===== config.mk =====
export PLATFORM = sky130hd
export DESIGN_NAME = register_file
export DESIGN_NICKNAME = d
export VERILOG_FILES = /design/src/rtl/cpu_types.sv /design/src/rtl/reg_scoreboard.sv /design/src/rtl/register_file.sv
export SDC_FILE = /design/constraint.sdc
export NUM_CORES = 2
export LEC_CHECK = 0
export CORE_AREA = 2 2 408 410
export DETAILED_ROUTE_END_ITERATION = 12
export DIE_AREA = 0 0 410 412
export GPL_ROUTABILITY_DRIVEN = 0
export SETUP_SLACK_MARGIN = 0.5
export SYNTH_ARGS = -nofsm -noshare
export SYNTH_HDL_FRONTEND = slang
export SYNTH_SLANG_ARGS = --single-unit

===== constraint.sdc =====
create_clock -name clk -period 2.5 [get_ports clk]
set_input_delay 0.375 -clock clk [delete_from_list [all_inputs] [get_ports clk]]
set_output_delay 0.375 -clock clk [all_outputs]
set_load 0.05 [all_outputs]

===== src/rtl/cpu_types.sv =====
// cpu_types -- shared sizing and type definitions for the integer register file.
//
// Contents:
//   REG_COUNT     number of architectural registers (x0..x31)
//   REG_ADDR_W    width of a register address
//   PEND_W        width of a per-register pending-write counter
//   PEND_MAX      saturation value of a pending counter
//   reg_addr_t / reg_data_t / pend_t   matching typedefs
package cpu_types;

    localparam int REG_COUNT  = 32;
    localparam int REG_ADDR_W = 5;
    localparam int REG_DATA_W = 32;
    localparam int PEND_W     = 2;

    typedef logic [REG_ADDR_W-1:0] reg_addr_t;
    typedef logic [REG_DATA_W-1:0] reg_data_t;
    typedef logic [PEND_W-1:0]     pend_t;

    localparam pend_t PEND_MAX = '1;

    // x0 is hard-wired, so it never takes part in writes or hazard tracking.
    function automatic logic is_live_reg(input reg_addr_t addr);
        return addr != '0;
    endfunction

endpackage


===== src/rtl/reg_scoreboard.sv =====
// reg_scoreboard -- per-register pending-write counters for x1..x31.
//
// Each counter tracks how many issued writes to that register have not yet
// retired (written back). Decode uses the busy flags to stall on operands
// with an outstanding producer, and issue_full to stall an issue that would
// overflow the counter of its destination.
//
// Ports:
//   clk, rst_n          clock, asynchronous active-low reset
//   issue_valid         an instruction writing issue_target is issued
//   issue_target        destination register of that instruction
//   retire_valid        writeback enable (a retire when retire_target != 0)
//   retire_target       writeback destination register
//   flush               discard every in-flight write (all counters -> 0)
//   rd_addr_1/2         operand addresses being decoded
//   busy_1/2            operand still waiting on an in-flight write
//   issue_full          counter of issue_target is saturated
module reg_scoreboard
    import cpu_types::*;
(
    input  logic      clk,
    input  logic      rst_n,
    input  logic      issue_valid,
    input  reg_addr_t issue_target,
    input  logic      retire_valid,
    input  reg_addr_t retire_target,
    input  logic      flush,
    input  reg_addr_t rd_addr_1,
    input  reg_addr_t rd_addr_2,
    output logic      busy_1,
    output logic      busy_2,
    output logic      issue_full
);

    // Entry 0 exists only so x0 can be indexed; it is never incremented.
    pend_t cnt_reg  [REG_COUNT];
    pend_t cnt_next [REG_COUNT];

    logic issue_take;
    logic retire_any;

    assign issue_full = is_live_reg(issue_target) && (cnt_reg[issue_target] == PEND_MAX);

    // An issue is dropped when it targets x0, would overflow, or collides with a flush.
    assign issue_take = issue_valid && is_live_reg(issue_target) && !issue_full && !flush;
    assign retire_any = retire_valid && is_live_reg(retire_target);

    always_comb begin
        cnt_next[0] = '0;
        for (int i = 1; i < REG_COUNT; i++) begin
            cnt_next[i] = cnt_reg[i];
            if (flush) begin
                cnt_next[i] = '0;
            end else begin
                // A retire against an empty counter is a stale writeback:
                // the data still lands, but the counter must not underflow.
                if (issue_take && (issue_target == reg_addr_t'(i))
                    && !(retire_any && (retire_target == reg_addr_t'(i)) && (cnt_reg[i] != '0))) begin
                    cnt_next[i] = cnt_reg[i] + pend_t'(1);
                end else if (!(issue_take && (issue_target == reg_addr_t'(i)))
                    && retire_any && (retire_target == reg_addr_t'(i)) && (cnt_reg[i] != '0)) begin
                    cnt_next[i] = cnt_reg[i] - pend_t'(1);
                end
            end
        end
    end

    always_ff @(posedge clk or negedge rst_n) begin
        if (!rst_n) begin
            for (int i = 0; i < REG_COUNT; i++) begin
                cnt_reg[i] <= '0;
            end
        end else begin
            for (int i = 0; i < REG_COUNT; i++) begin
                cnt_reg[i] <= cnt_next[i];
            end
        end
    end

    // Busy evaluation for both read ports. A single outstanding write that
    // retires this very cycle is forwarded by the register file bypass, so
    // the operand is already available.
    reg_addr_t  port_addr [2];
    logic [1:0] port_busy;

    assign port_addr[0] = rd_addr_1;
    assign port_addr[1] = rd_addr_2;

    generate
        for (genvar gi = 0; gi < 2; gi++) begin : g_busy
            pend_t port_cnt;
            logic  port_retiring;

            assign port_cnt      = cnt_reg[port_addr[gi]];
            assign port_retiring = retire_any && (retire_target == port_addr[gi]);
            assign port_busy[gi] = is_live_reg(port_addr[gi])
                                   && ((port_cnt > pend_t'(1))
                                       || ((port_cnt == pend_t'(1)) && !port_retiring));
        end
    endgenerate

    assign busy_1 = port_busy[0];
    assign busy_2 = port_busy[1];

endmodule


===== src/rtl/register_file.sv =====
// register_file -- 32 x 32-bit integer register file with writeback bypass
// and a pending-write scoreboard.
//
// x0 always reads zero and discards writes. Reads are combinational and a
// same-cycle writeback to the addressed register is forwarded to the read
// port. Outstanding writes are tracked by reg_scoreboard.
//
// Ports:
//   clk, rst_n            clock, asynchronous active-low reset
//   reg_a_write, reg_we,  writeback address / enable / data
//   reg_write
//   reg_a_1, reg_a_2      decode read addresses
//   reg_rd_1, reg_rd_2    read data
//   reg_busy_1/2          operand has an in-flight write not yet available
//   issue_valid,          decode issues an instruction writing issue_target
//   issue_target
//   flush                 discard all in-flight writes
//   issue_full            pending counter of issue_target is saturated
module register_file
    import cpu_types::*;
(
    input  logic                  clk,
    input  logic                  rst_n,
    input  logic [REG_ADDR_W-1:0] reg_a_write,
    input  logic                  reg_we,
    input  logic [REG_DATA_W-1:0] reg_write,
    input  logic [REG_ADDR_W-1:0] reg_a_1,
    input  logic [REG_ADDR_W-1:0] reg_a_2,
    output logic [REG_DATA_W-1:0] reg_rd_1,
    output logic [REG_DATA_W-1:0] reg_rd_2,
    output logic                  reg_busy_1,
    output logic                  reg_busy_2,
    input  logic                  issue_valid,
    input  logic [REG_ADDR_W-1:0] issue_target,
    input  logic                  flush,
    output logic                  issue_full
);

    // Flop array rather than block RAM: every entry must clear
    // asynchronously on reset and both read ports are zero-latency.
    reg_data_t regs [REG_COUNT];

    logic write_live;

    assign write_live = reg_we && is_live_reg(reg_a_write);

    always_ff @(posedge clk or negedge rst_n) begin
        if (!rst_n) begin
            for (int i = 0; i < REG_COUNT; i++) begin
                regs[i] <= '0;
            end
        end else if (write_live) begin
            regs[reg_a_write] <= reg_write;
        end
    end

    // Combinational read ports with writeback forwarding.
    reg_addr_t              rd_addr [2];
    logic [1:0][REG_DATA_W-1:0] rd_data;

    assign rd_addr[0] = reg_a_1;
    assign rd_addr[1] = reg_a_2;

    generate
        for (genvar gi = 0; gi < 2; gi++) begin : g_read
            always_comb begin
                rd_data[gi] = '0;
                if (is_live_reg(rd_addr[gi])) begin
                    if (write_live && (reg_a_write == rd_addr[gi])) begin
                        rd_data[gi] = reg_write;
                    end else begin
                        rd_data[gi] = regs[rd_addr[gi]];
                    end
                end
            end
        end
    endgenerate

    assign reg_rd_1 = rd_data[0];
    assign reg_rd_2 = rd_data[1];

    reg_scoreboard u_scoreboard (
        .clk           (clk),
        .rst_n         (rst_n),
        .issue_valid   (issue_valid),
        .issue_target  (issue_target),
        .retire_valid  (reg_we),
        .retire_target (reg_a_write),
        .flush         (flush),
        .rd_addr_1     (reg_a_1),
        .rd_addr_2     (reg_a_2),
        .busy_1        (reg_busy_1),
        .busy_2        (reg_busy_2),
        .issue_full    (issue_full)
    );

endmodule


==> qor.txt <==
Status = finished with violations
Failing checks = negative setup slack
Final Setup Violations = 71
CP endpoint kind = output pin
Slew Limit Fails = 0
Setup crit start kind = flop
Area of the multi-input gates = 33200 um2
Grt ovf = 0
EDFF count, synth = 0
CP max-delay cell = mux4_2
Sw Ratio = 28.8%
Die H = 412 um
Rel. slew slack = 57.8%
Most common cell after layout, fill and taps aside = dfrtp_1
Flop pwr share = 41.1%
Worst path cell trace = mux4_2 -> mux4_2 -> a211oi_4 -> nor3_4 -> buf_12 -> buf_12
I/O pin cnt = 124
RSZ-0062 raised after global routing = yes
Reg area = 27200 um2
Clock power share = 33.3%
Worst slew pin tran = 0.632 ns
WL/cell = 28.1 um
Worst Slack Setup Final = -0.710 ns
GRT Util Overall = 24.1%
Clk buf depth = 3
F_max = 0.312 GHz
RR Endpoint = u_scoreboard.cnt_reg[24]$_DFFE_PN0P_
Reg2reg path depth = 12
Comb power frac = 25.6%
Req. time, crit path = 2.12 ns
Share of layout cells above drive strength 1 = 50.8%
H-tree Lvls = 3
Kind of critical path = flop to output pin
DRT iter0 DRCs = 4488
Fillers = 14272
Clock Pin Slew Worst Setup and Hold Paths = 0.07 ns
Crit-path max FO = 3
Initial DRT Pass Iterations = 5
Commonest cells after routing, fill and taps aside = dfrtp_1 (1075), nand2_1 (888), mux2_2 (707)
Max Clock Skew = 0.0236 ns
CTS root buf = clkbuf_16
Fin nets = 5015
Tot Pwr = 56.0 mW
Synthesized area per cell = 13.3 um2
Internal power = 39.9 mW
Starting Density = 36.8%
# DRC = 0
Syn Inst Count = 4535
Post-synth ARST share = 100%
Placeable core region = 164000 um2
Clock Latency Late Sink = 0.76 ns
Clock tree sinks = 1086
Die area = 169000 um2
First-pass GRT wire length = 302000 um
Vias in the first global route = 43421
Max VDD drop = 0.577 mV
Data arrival, critical path = 2.84 ns
Avg Vias per Cell = 5.87
Final Hold Fails = 0
Number of synthesized register bits = 1086
Max reg flops = 1024
Power Density = 730 nW/um2
Yosys cell types = 61
Post-synthesis sequential area ratio = 45.0%
Min-Delay Path Class = input port to async pin
Input/output buffers = 123
Synthesized Nets = 4592
Post-Syn Area = 60400 um2
Detailed placement HPWL = 133000 um
Ys Warns = 0
Wirelength, routed = 204000 um
Largest net degree at the start of global routing = 106
CTS tree = yes
Worst r2r src = u_scoreboard.cnt_reg[30]$_DFFE_PN0P_
CTS Buf Count = 118
Most common flop cell mapped by yosys = dfrtp_1
Die width = 410 um
P_leak = 33.3 nW
Worst Hold Slack = 0.128 ns
Worst R2R Setup Slack = -0.05 ns
Row cnt = 149
Fin crit share = 128%
Max-Cap Viols = 0
Tmin final = 3.21 ns
Routed via count = 42553
Sw Pwr = 16.1 mW
CP peak stage delay = 0.51 ns
Area grow syn2layout = 26.9%
Initial antenna violation count = 3
Post-route ant nets = 0
Pre-CTS setup slack = -0.708 ns
==> worst max-delay path by stage <==
stage | start | end | slack (ns) | depth (start not counted)
2_1_floorplan | reg_a_1[0] | reg_rd_1[24] | -0.09 | 7
3_3_place_gp | reg_a_write[3] | reg_rd_2[20] | -0.73 | 11
3_5_place_dp | reg_a_write[3] | reg_rd_1[27] | -0.71 | 10
4_1_cts | regs[15]$_DFFE_PN0P_ | reg_rd_1[15] | -0.76 | 6
5_1_grt | regs[84]$_DFFE_PN0P_ | reg_rd_2[20] | -0.79 | 6
6_report | regs[84]$_DFFE_PN0P_ | reg_rd_2[20] | -0.71 | 6
==> metal layers <==
layer	share of wire (%)	global-route usage, %
met5	0	0
met4	3.4	8.04
met3	7.5	4.50
met2	47	38.4
met1	42	33.4
==> synth_stat cells (3+ instances only) <==
cell,n,area (um2)
a211oi_1,90,676
a21oi_1,51,255
a22o_1,4,35.0
and2_1,24,150
buf_1,20,75.1
buf_2,105,526
buf_4,38,285
buf_6,13,146
clkbuf_1,292,1100
dfrtp_1,1086,27200
inv_1,5,18.8
mux2_2,709,7980
mux2i_1,125,1250
mux4_1,7,184
mux4_2,655,14800
nand2_1,913,3430
nand2b_1,9,56.3
nand3_1,8,40.0
nand4_1,6,37.5
nand4b_1,3,26.3
nor2_1,151,567
nor2b_1,31,194
nor3_1,24,120
nor3_2,14,140
nor3_4,3,48.8
nor3b_1,12,90.1
nor4_1,3,18.8
nor4_2,3,37.5
nor4b_1,3,26.3
nor4bb_1,3,30.0
o21ai_0,38,190
o21ai_1,5,25.0
or2_2,4,25.0
or3_1,4,25.0
xnor2_1,5,43.8
xor2_1,36,315
==> cells by family after synthesis <==
| kind of cell | after synthesis | share of synthesized area [%] |
|---|---|---|
| AND/OR/NAND/NOR | 1230 | 8.55 |
| multiplexers | 1497 | 40.0 |
| buffers and inverters | 476 | 3.60 |
| AO/OA/AOI/OAI | 205 | 2.25 |
| XOR/XNOR | 41 | 0.594 |
| flip-flops | 1086 | 45.0 |
==> repair_timing <==
item,4_1_cts,5_1_grt
gates resized for setup,146,47
pin swaps,51,56
buffers inserted,44,39
gates cloned,2,2
hold buffers,1,0
endpoints found under the setup margin,128,129
endpoints found under the hold margin,505,0
==> critical path: cells and delay by family, from the launching register on <==
family / cells / cell delay [ns]
mux: 2 / 0.96
flops: 1 / 0.42
compound gates: 1 / 0.27
simple gates: 1 / 0.11
buf+inv: 2 / 0.27
==> final cells by class <==
class / instances / area share [%]
flip-flops and latches: 1086 / 35.5
inverters: 5 / 0.0245
repair buffers: 774 / 12.2
clock buffers: 173 / 4.56
well taps: 2189 / 3.57
clock inverters: 48 / 0.865
diodes: 2 / 0.00653
multi-input cells: 2973 / 43.3
==> power groups by stage <==
stage	Combinational (mW)	Sequential (mW)	Clock [mW]
finish	14.3	23.0	18.7
global route	15.2	23.4	19.7
CTS	14.3	22.9	19.0
detailed placement	13.8	23.2	0
global placement	13.6	23.1	0
floorplan	9.65	22.4	0
==> through the flow <==
step / area (um2) / TNS (ns) / utilization, % / cells
final: 76700 / -35.33 / 46.7 / 7250
after global routing: 76700 / -40.73 / 46.7 / 7248
after CTS: 76100 / -38.40 / 46.3 / 7207
after detailed placement: 70800 / -124.99 / 43.1 / 6939
after global placement: 70800 / -124.08 / 43.1 / 6939
after floorplan: 62400 / -2.17 / - / 4535
Note: power is estimated with default switching activity, not from simulation.
